===== src/rtl/phase_softmax_n.sv =====
// N-channel Delta-Sigma spike softmax with winner-driven lateral inhibition; rates/winner latched per window.
// Latency: spike 1 cycle after the Rel sample; rates with rate_valid on the cycle_start edge. Optional: PHASE_SOFTMAX_N_HYST_EN.
module phase_softmax_n #(
    parameter int N_CH          = 6,
    parameter int REL_W         = 8,
    parameter int ACC_W         = 10,
    parameter int CNT_W         = 8,
    parameter int THRESHOLD     = 256,
    parameter int INHIBIT_GAIN  = 4,
    parameter int INHIBIT_SHIFT = 4,
    parameter int HYST_MARGIN   = 16,
    localparam int WIN_W        = (N_CH > 1) ? $clog2(N_CH) : 1
) (
    input  logic                    clk,
    input  logic                    rst_n,
    input  logic                    cycle_start,
    input  logic                    en,
    input  logic [N_CH*REL_W-1:0]   rel_vec,
    output logic [N_CH-1:0]         spike_vec,
    output logic [N_CH*CNT_W-1:0]   rate_vec,
    output logic [WIN_W-1:0]        winner_out,
    output logic                    rate_valid
);

    localparam int PROD_W = REL_W + ACC_W + 32;

    logic [REL_W-1:0]  rel      [N_CH];
    logic [ACC_W-1:0]  acc      [N_CH];
    logic [CNT_W-1:0]  cnt      [N_CH];
    logic [REL_W:0]    diff     [N_CH];
    logic [PROD_W-1:0] prod     [N_CH];
    logic [ACC_W-1:0]  inh      [N_CH];
    logic [ACC_W:0]    a_sum    [N_CH];
    logic [ACC_W:0]    a_net    [N_CH];
    logic [ACC_W-1:0]  acc_nxt  [N_CH];
    logic              fire     [N_CH];
    logic [WIN_W-1:0]  win;
    logic [WIN_W-1:0]  ref_win;
    logic [REL_W-1:0]  win_rel;
    logic [REL_W-1:0]  ref_rel;

    // Strict '>' keeps the lowest index on ties.
    always_comb begin
        for (int i = 0; i < N_CH; i++) rel[i] = rel_vec[i*REL_W +: REL_W];
        win     = '0;
        win_rel = rel[0];
        for (int i = 1; i < N_CH; i++) begin
            if (rel[i] > win_rel) begin
                win     = WIN_W'(i);
                win_rel = rel[i];
            end
        end
    end

`ifdef PHASE_SOFTMAX_N_HYST_EN
    logic [WIN_W-1:0] cur_win;
    logic             hyst_switch;

    assign hyst_switch = {1'b0, win_rel} > ({1'b0, rel[cur_win]} + (REL_W+1)'(HYST_MARGIN));
    assign ref_win     = cur_win;

    always_ff @(posedge clk) begin
        if (!rst_n)
            cur_win <= '0;
        else if (!cycle_start && en && hyst_switch)
            cur_win <= win;
    end
`else
    assign ref_win = win;
`endif

    assign ref_rel = rel[ref_win];

    // A sticky winner can sit below another channel; such channels get no inhibition.
    always_comb begin
        for (int i = 0; i < N_CH; i++) begin
            diff[i] = {1'b0, ref_rel} - {1'b0, rel[i]};
            if (diff[i][REL_W])
                diff[i] = '0;
            prod[i]    = PROD_W'(diff[i] >> INHIBIT_SHIFT) * PROD_W'(INHIBIT_GAIN);
            inh[i]     = (prod[i] > PROD_W'({ACC_W{1'b1}})) ? {ACC_W{1'b1}} : prod[i][ACC_W-1:0];
            a_sum[i]   = {1'b0, acc[i]} + (ACC_W+1)'(rel[i]);
            a_net[i]   = (a_sum[i] >= {1'b0, inh[i]}) ? (a_sum[i] - {1'b0, inh[i]}) : '0;
            fire[i]    = a_net[i] >= (ACC_W+1)'(THRESHOLD);
            acc_nxt[i] = fire[i] ? ACC_W'(a_net[i] - (ACC_W+1)'(THRESHOLD)) : a_net[i][ACC_W-1:0];
        end
    end

    always_ff @(posedge clk) begin
        if (!rst_n) begin
            for (int i = 0; i < N_CH; i++) begin
                acc[i] <= '0;
                cnt[i] <= '0;
            end
            rate_vec   <= '0;
            spike_vec  <= '0;
            winner_out <= '0;
            rate_valid <= 1'b0;
        end else if (cycle_start) begin
            for (int i = 0; i < N_CH; i++) begin
                rate_vec[i*CNT_W +: CNT_W] <= cnt[i];
                acc[i] <= '0;
                cnt[i] <= '0;
            end
            spike_vec  <= '0;
            winner_out <= ref_win;
            rate_valid <= 1'b1;
        end else if (en) begin
            for (int i = 0; i < N_CH; i++) begin
                spike_vec[i] <= fire[i];
                acc[i]       <= acc_nxt[i];
                if (fire[i] && (cnt[i] != {CNT_W{1'b1}}))
                    cnt[i] <= cnt[i] + 1'b1;
            end
            rate_valid <= 1'b0;
        end else begin
            spike_vec  <= '0;
            rate_valid <= 1'b0;
        end
    end

endmodule


===== config.mk =====
export PLATFORM = sky130hd
export DESIGN_NAME = phase_softmax_n
export DESIGN_NICKNAME = d
export VERILOG_FILES = /design/src/rtl/phase_softmax_n.sv
export SDC_FILE = /design/constraint.sdc
export NUM_CORES = 1
export LEC_CHECK = 0
export BUFFER_PORTS_ARGS = -buffer_cell sky130_fd_sc_hd__buf_4
export CAP_MARGIN = 20
export CORE_MARGIN = 3
export CORE_UTILIZATION = 45
export DETAILED_ROUTE_END_ITERATION = 7
export GPL_TIMING_DRIVEN = 0
export SLEW_MARGIN = 20
export SYNTH_ARGS = -nofsm -noshare
export SYNTH_HDL_FRONTEND = slang
export SYNTH_SLANG_ARGS = --single-unit

===== constraint.sdc =====
create_clock -name clk -period 19.85 [get_ports clk]
set_input_delay 0.9925 -clock clk [delete_from_list [all_inputs] [get_ports clk]]
set_output_delay 0.9925 -clock clk [all_outputs]
set_load 0.02 [all_outputs]

Word level (Yosys, flattened, before mapping). Memory sizes are Yosys's and may differ from the RTL's. Index checks and enable logic that the tools add are counted.

Register bits after elaboration: 58. Logic and storage cells: 198. Memory bits (writable): 108. Memories: 2.

Magnitude comparators: 24. Equal/unequal tests: 6. Reduce and logical (&&, ||, !) cells: 7. Multiplexer cells: 98. Add/sub/neg operators: 30. Bitwise logic cells: 27.

Memories: acc (depth 6, width 10, read ports 6, clocked after Yosys merged registers in 0, write ports 6, RTL line 28) `logic [ACC_W-1:0] acc [N_CH];`; cnt (depth 6, width 8, read ports 6, clocked after Yosys merged registers in 0, write ports 6, RTL line 29) `logic [CNT_W-1:0] cnt [N_CH];`.

Operator list (number): $mux W10 (24); $mux W8 (24); $add A10 B8 Y11 (6); $ge A11 B10 Y1 (6); $ge A11 B9 Y1 const B (6); $mux W11 (6); $sub A11 B10 Y11 (6); $gt A7 B10 Y1 const B (6); $sub A10 B9 Y10 const B (6); $sub A8 B8 Y9 (6); $add A8 B1 Y8 const B (6); $ne A8 B8 Y1 const B (6); $gt A8 B8 Y1 (5); $mux W1 (39); $bmux W8 S3 (1); $or A1 B1 Y1 (24); $logic_and A1 B1 Y1 (6); $mux W3 (2); $ge A4 B4 Y1 const B (1); $mux W2 (2); $not A3 Y4 (1); $reduce_or A3 Y1 (1); $not A1 Y1 (2).

Depth between registers and ports, before layout.
Word-level depth: 28. Gate-level depth with buffers: 79. Gate-level depth less buffers: 74.

Least setup slack after synthesis. OpenSTA, ideal clock, no wires.

Path type: input -> register. Start point: input rel_vec[1]. End point: memory cnt[1][0], enable pin. Library setup time: 0.304 ns. Arrival time: 15.133 ns. Required time: 19.546 ns. Slack: 4.414 ns. Buffers on the path: 6. Stages on the path: 77. Cell sequence: inv_1 ha_1 nor2b_1 o211ai_1 a211oi_2 nor2_1 clkbuf_1 a21oi_1 ha_1 a21oi_1 a2111oi_0 or2_2 a311oi_1 or3_1 clkbuf_1 clkbuf_1 nor2_1 a21oi_1 [41 not listed] a21boi_1 nand2_1 ha_1 nor2b_1 o21ai_0 nand2b_1 a211o_1 a211o_1 nor4bb_1 nor2_1 ha_1 nand3_1 nor3_1 a32oi_1 nand4b_1 nand2_1 a41o_1 nand2_1.

RTL lines: start, declared (RTL line 18) `input logic [N_CH*REL_W-1:0] rel_vec,`; end, declared (RTL line 29).

==> results.json <==
{
  "p_per_area_mw_per_mm2": 194.3,
  "clock_skew_ps": 20.36,
  "routed-via-count": 11301,
  "core_area_mm2": 0.03011,
  "cts_buffers": 17,
  "combPwrFrac": 0.731,
  "synth_top_cell_area_share": 0.2322,
  "synth_edf_count": 108,
  "yosysSeqAreaShare": 0.3153,
  "die_x_um": 182.2,
  "hold_viol": 0,
  "ant_nets": 0,
  "initial_core_util": 0.4639,
  "critPathRequiredTime_ps": 19940,
  "drc": 0,
  "std_cell_rows": 63,
  "fin_crit_sh": 0.9233,
  "nets": 1890,
  "cts_num_sinks": 166,
  "pwr-share-clk": 0.109,
  "rsz0062_at_grt": "no",
  "die_area_mm2": 0.03319,
  "cts_setup_buffers": 0,
  "io_pins": 110,
  "p_leak_nw": 7.253,
  "ir_drop_v": 0.00007077,
  "tightestPinTransition_ps": 1107,
  "synth-async-reset-ratio": 0,
  "fin_tns_setup_ps": 0,
  "port_buffers": 108,
  "firstDrtPassIters": 7,
  "internal_power_mw": 1.578,
  "initialDrtViolationCount": 652,
  "crit_path_top_delay_cell": "a21oi_1",
  "synth_most_common_cell": "nor2_1",
  "antenna_found_initial": 0,
  "max_freq_ghz": 0.05456,
  "cts_max_path_buffers": 2,
  "htree_levels": 4,
  "setup_viol": 0,
  "end_kind": "flip-flop",
  "maxCapViolCount": 0,
  "cts-root-buf": "clkbuf_16",
  "cts_tree": "yes",
  "switching_share": 0.4888,
  "crit_path_start_kind": "input port",
  "slew_headroom": 0.2620,
  "status": "finished clean",
  "fin_crit_ps": 18330,
  "syn_nets": 1762,
  "synthTopCellsByCount": "nor2_1 (165), ha_1 (164), inv_1 (136)",
  "vias_per_cell": 5.473,
  "grt_pass1_vias": 11060,
  "fin_util": 0.5276,
  "hpwl_mm": 28.27,
  "grt_usage": 0.2161,
  "synth_top_cell_by_area": "edfxtp_1",
  "antenna_cells": 0,
  "crit_type": "input port to flip-flop",
  "synth_area_mm2": 0.01397,
  "wire_per_inst_um": 17.40,
  "crit_fanout": 10,
  "die_y_um": 182.2,
  "place.gp.congestion": 0.9113,
  "gr-total-overflow": 0,
  "synth_flop_cell": "edfxtp_1",
  "switchingPower_mw": 1.509,
  "drv_slew": 0,
  "syn_avg_cell_area_um2": 9.106,
  "grt_start_max_net_pins": 49,
  "drive_above_1_share": 0.1146,
  "insertion_delay_ps": 450,
  "synth_cell_types": 75,
  "seqPwrFrac": 0.161,
  "synth-seq-cells": 166,
  "nFillCells": 2773,
  "hold_class": "flip-flop to flip-flop",
  "area_growth_pct": 13.74,
  "yosysWarnings": 0,
  "path_clk_slew_ps": 90,
  "synth_area_leaders": "edfxtp_1 (23%), ha_1 (15%), dfxtp_1 (8.3%)",
  "wirelength_mm": 35.93,
  "arrival_ps": 18420,
  "post_cts_resized": 0,
  "synthCells": 1534,
  "grt_first_pass_wirelength_mm": 57.82,
  "cts_hold_buf": 0,
  "critPathMaxStageDelay_ps": 790
}
==> area by class of cell <==
cell class                 instances  area (um^2)  share of cell area
multi-input combinational       1205         8980              0.5652
sequential                       166         4404              0.2772
timing repair buffer             109        838.3             0.05276
inverter                         136        510.5             0.03213
tap                              390        488.0             0.03071
clock buffer                      18        429.2             0.02701
clock inverter                    14        136.4            0.008584
buffer                            27        101.3            0.006379
==> cell usage in the layout (no fill, tap or decap), drive strengths merged, types with 5 or more instances in the layout <==
master and instances:
nor2 166, ha 164, inv 145, buf 113, edfxtp 108, mux2i 88
nor2b 86, o21ai 81, nand2 70, a21oi 70, xor2 63, dfxtp 58
xnor2 54, clkbuf 41, nand3 40, nand2b 33, and3 29, a21o 25
nor3 23, nand4 18, or3 18, and2 15, mux2 13, o21a 13
fa 12, a21boi 12, a211o 9, or2 8, a31o 8, o31ai 8
and4 5, a31oi 5, o21bai 5, nor3b 5, o311ai 5
==> sequential cells by signal, indices dropped and copies added (netlist names) <==
| signal | flops |
|---|---|
| winner_out | 3 |
| spike_vec | 6 |
| cnt | 48 |
| acc | 60 |
| rate_vec | 48 |
| rate_valid | 1 |
==> worst paths after layout <==
kind              slack (ps)       endpoint  cells past startpoint     startpoint
hold / removal           460  winner_out[1]                      2  winner_out[1]
hold reg to reg          460  winner_out[1]                      2  winner_out[1]
setup reg to reg       14690      cnt[1][2]                     22      acc[1][0]
setup / recovery        1520      cnt[1][2]                     76     rel_vec[1]
==> stage by stage <==
stage          hold slack, ps  instance area [um^2]  cells  total power [mW]  worst slack (ps)
2_1_floorplan           537.6                 13970   1534             2.244              4414
3_3_place_gp            438.5                 15270   2032             2.683             644.4
3_5_place_dp            443.8                 15300   2033             2.723             484.2
4_1_cts                 464.6                 15870   2065             3.080             903.8
5_1_grt                 478.5                 15890   2065             3.415             54.25
6_report                460.8                 15890   2065             3.087              1522
==> cell families after synthesis <==
group	Yosys count	share of synthesized area
and+or+nand+nor	529	0.1929
xor gates and xnor gates	117	0.07336
DFF	166	0.3153
muxes	102	0.07515
adders and majority gates	176	0.1641
AOI/OAI and AO/OA	281	0.1353
buffers and inverters	163	0.04380
==> routing by layer <==
layer / up-vias / GRT usage / wire length (um)
li1: 5720 / - / -
met1: 5275 / 0.2898 / 16810
met2: 256 / 0.3505 / 16140
met3: 50 / 0.04545 / 2126
met4: 0 / 0.06764 / 847
met5: - / 0 / 0
==> critical path: cells and delay by family <==
kind / cells / cell delay [ps]
AOI/OAI and AO/OA: 28 / 6370
buffers and inverters: 10 / 3020
and+or+nand+nor: 26 / 4650
adders and majority gates: 8 / 2340
muxes: 4 / 970
==> power groups by stage <==
stage / Clock, mW / Combinational (mW) / Sequential (mW)
2_1_floorplan: 0 / 1.74 / 0.506
3_3_place_gp: 0 / 2.18 / 0.502
3_5_place_dp: 0 / 2.22 / 0.504
4_1_cts: 0.341 / 2.24 / 0.497
5_1_grt: 0.354 / 2.56 / 0.506
6_report: 0.335 / 2.25 / 0.496
No activity file was read; power rests on OpenSTA's default activity.
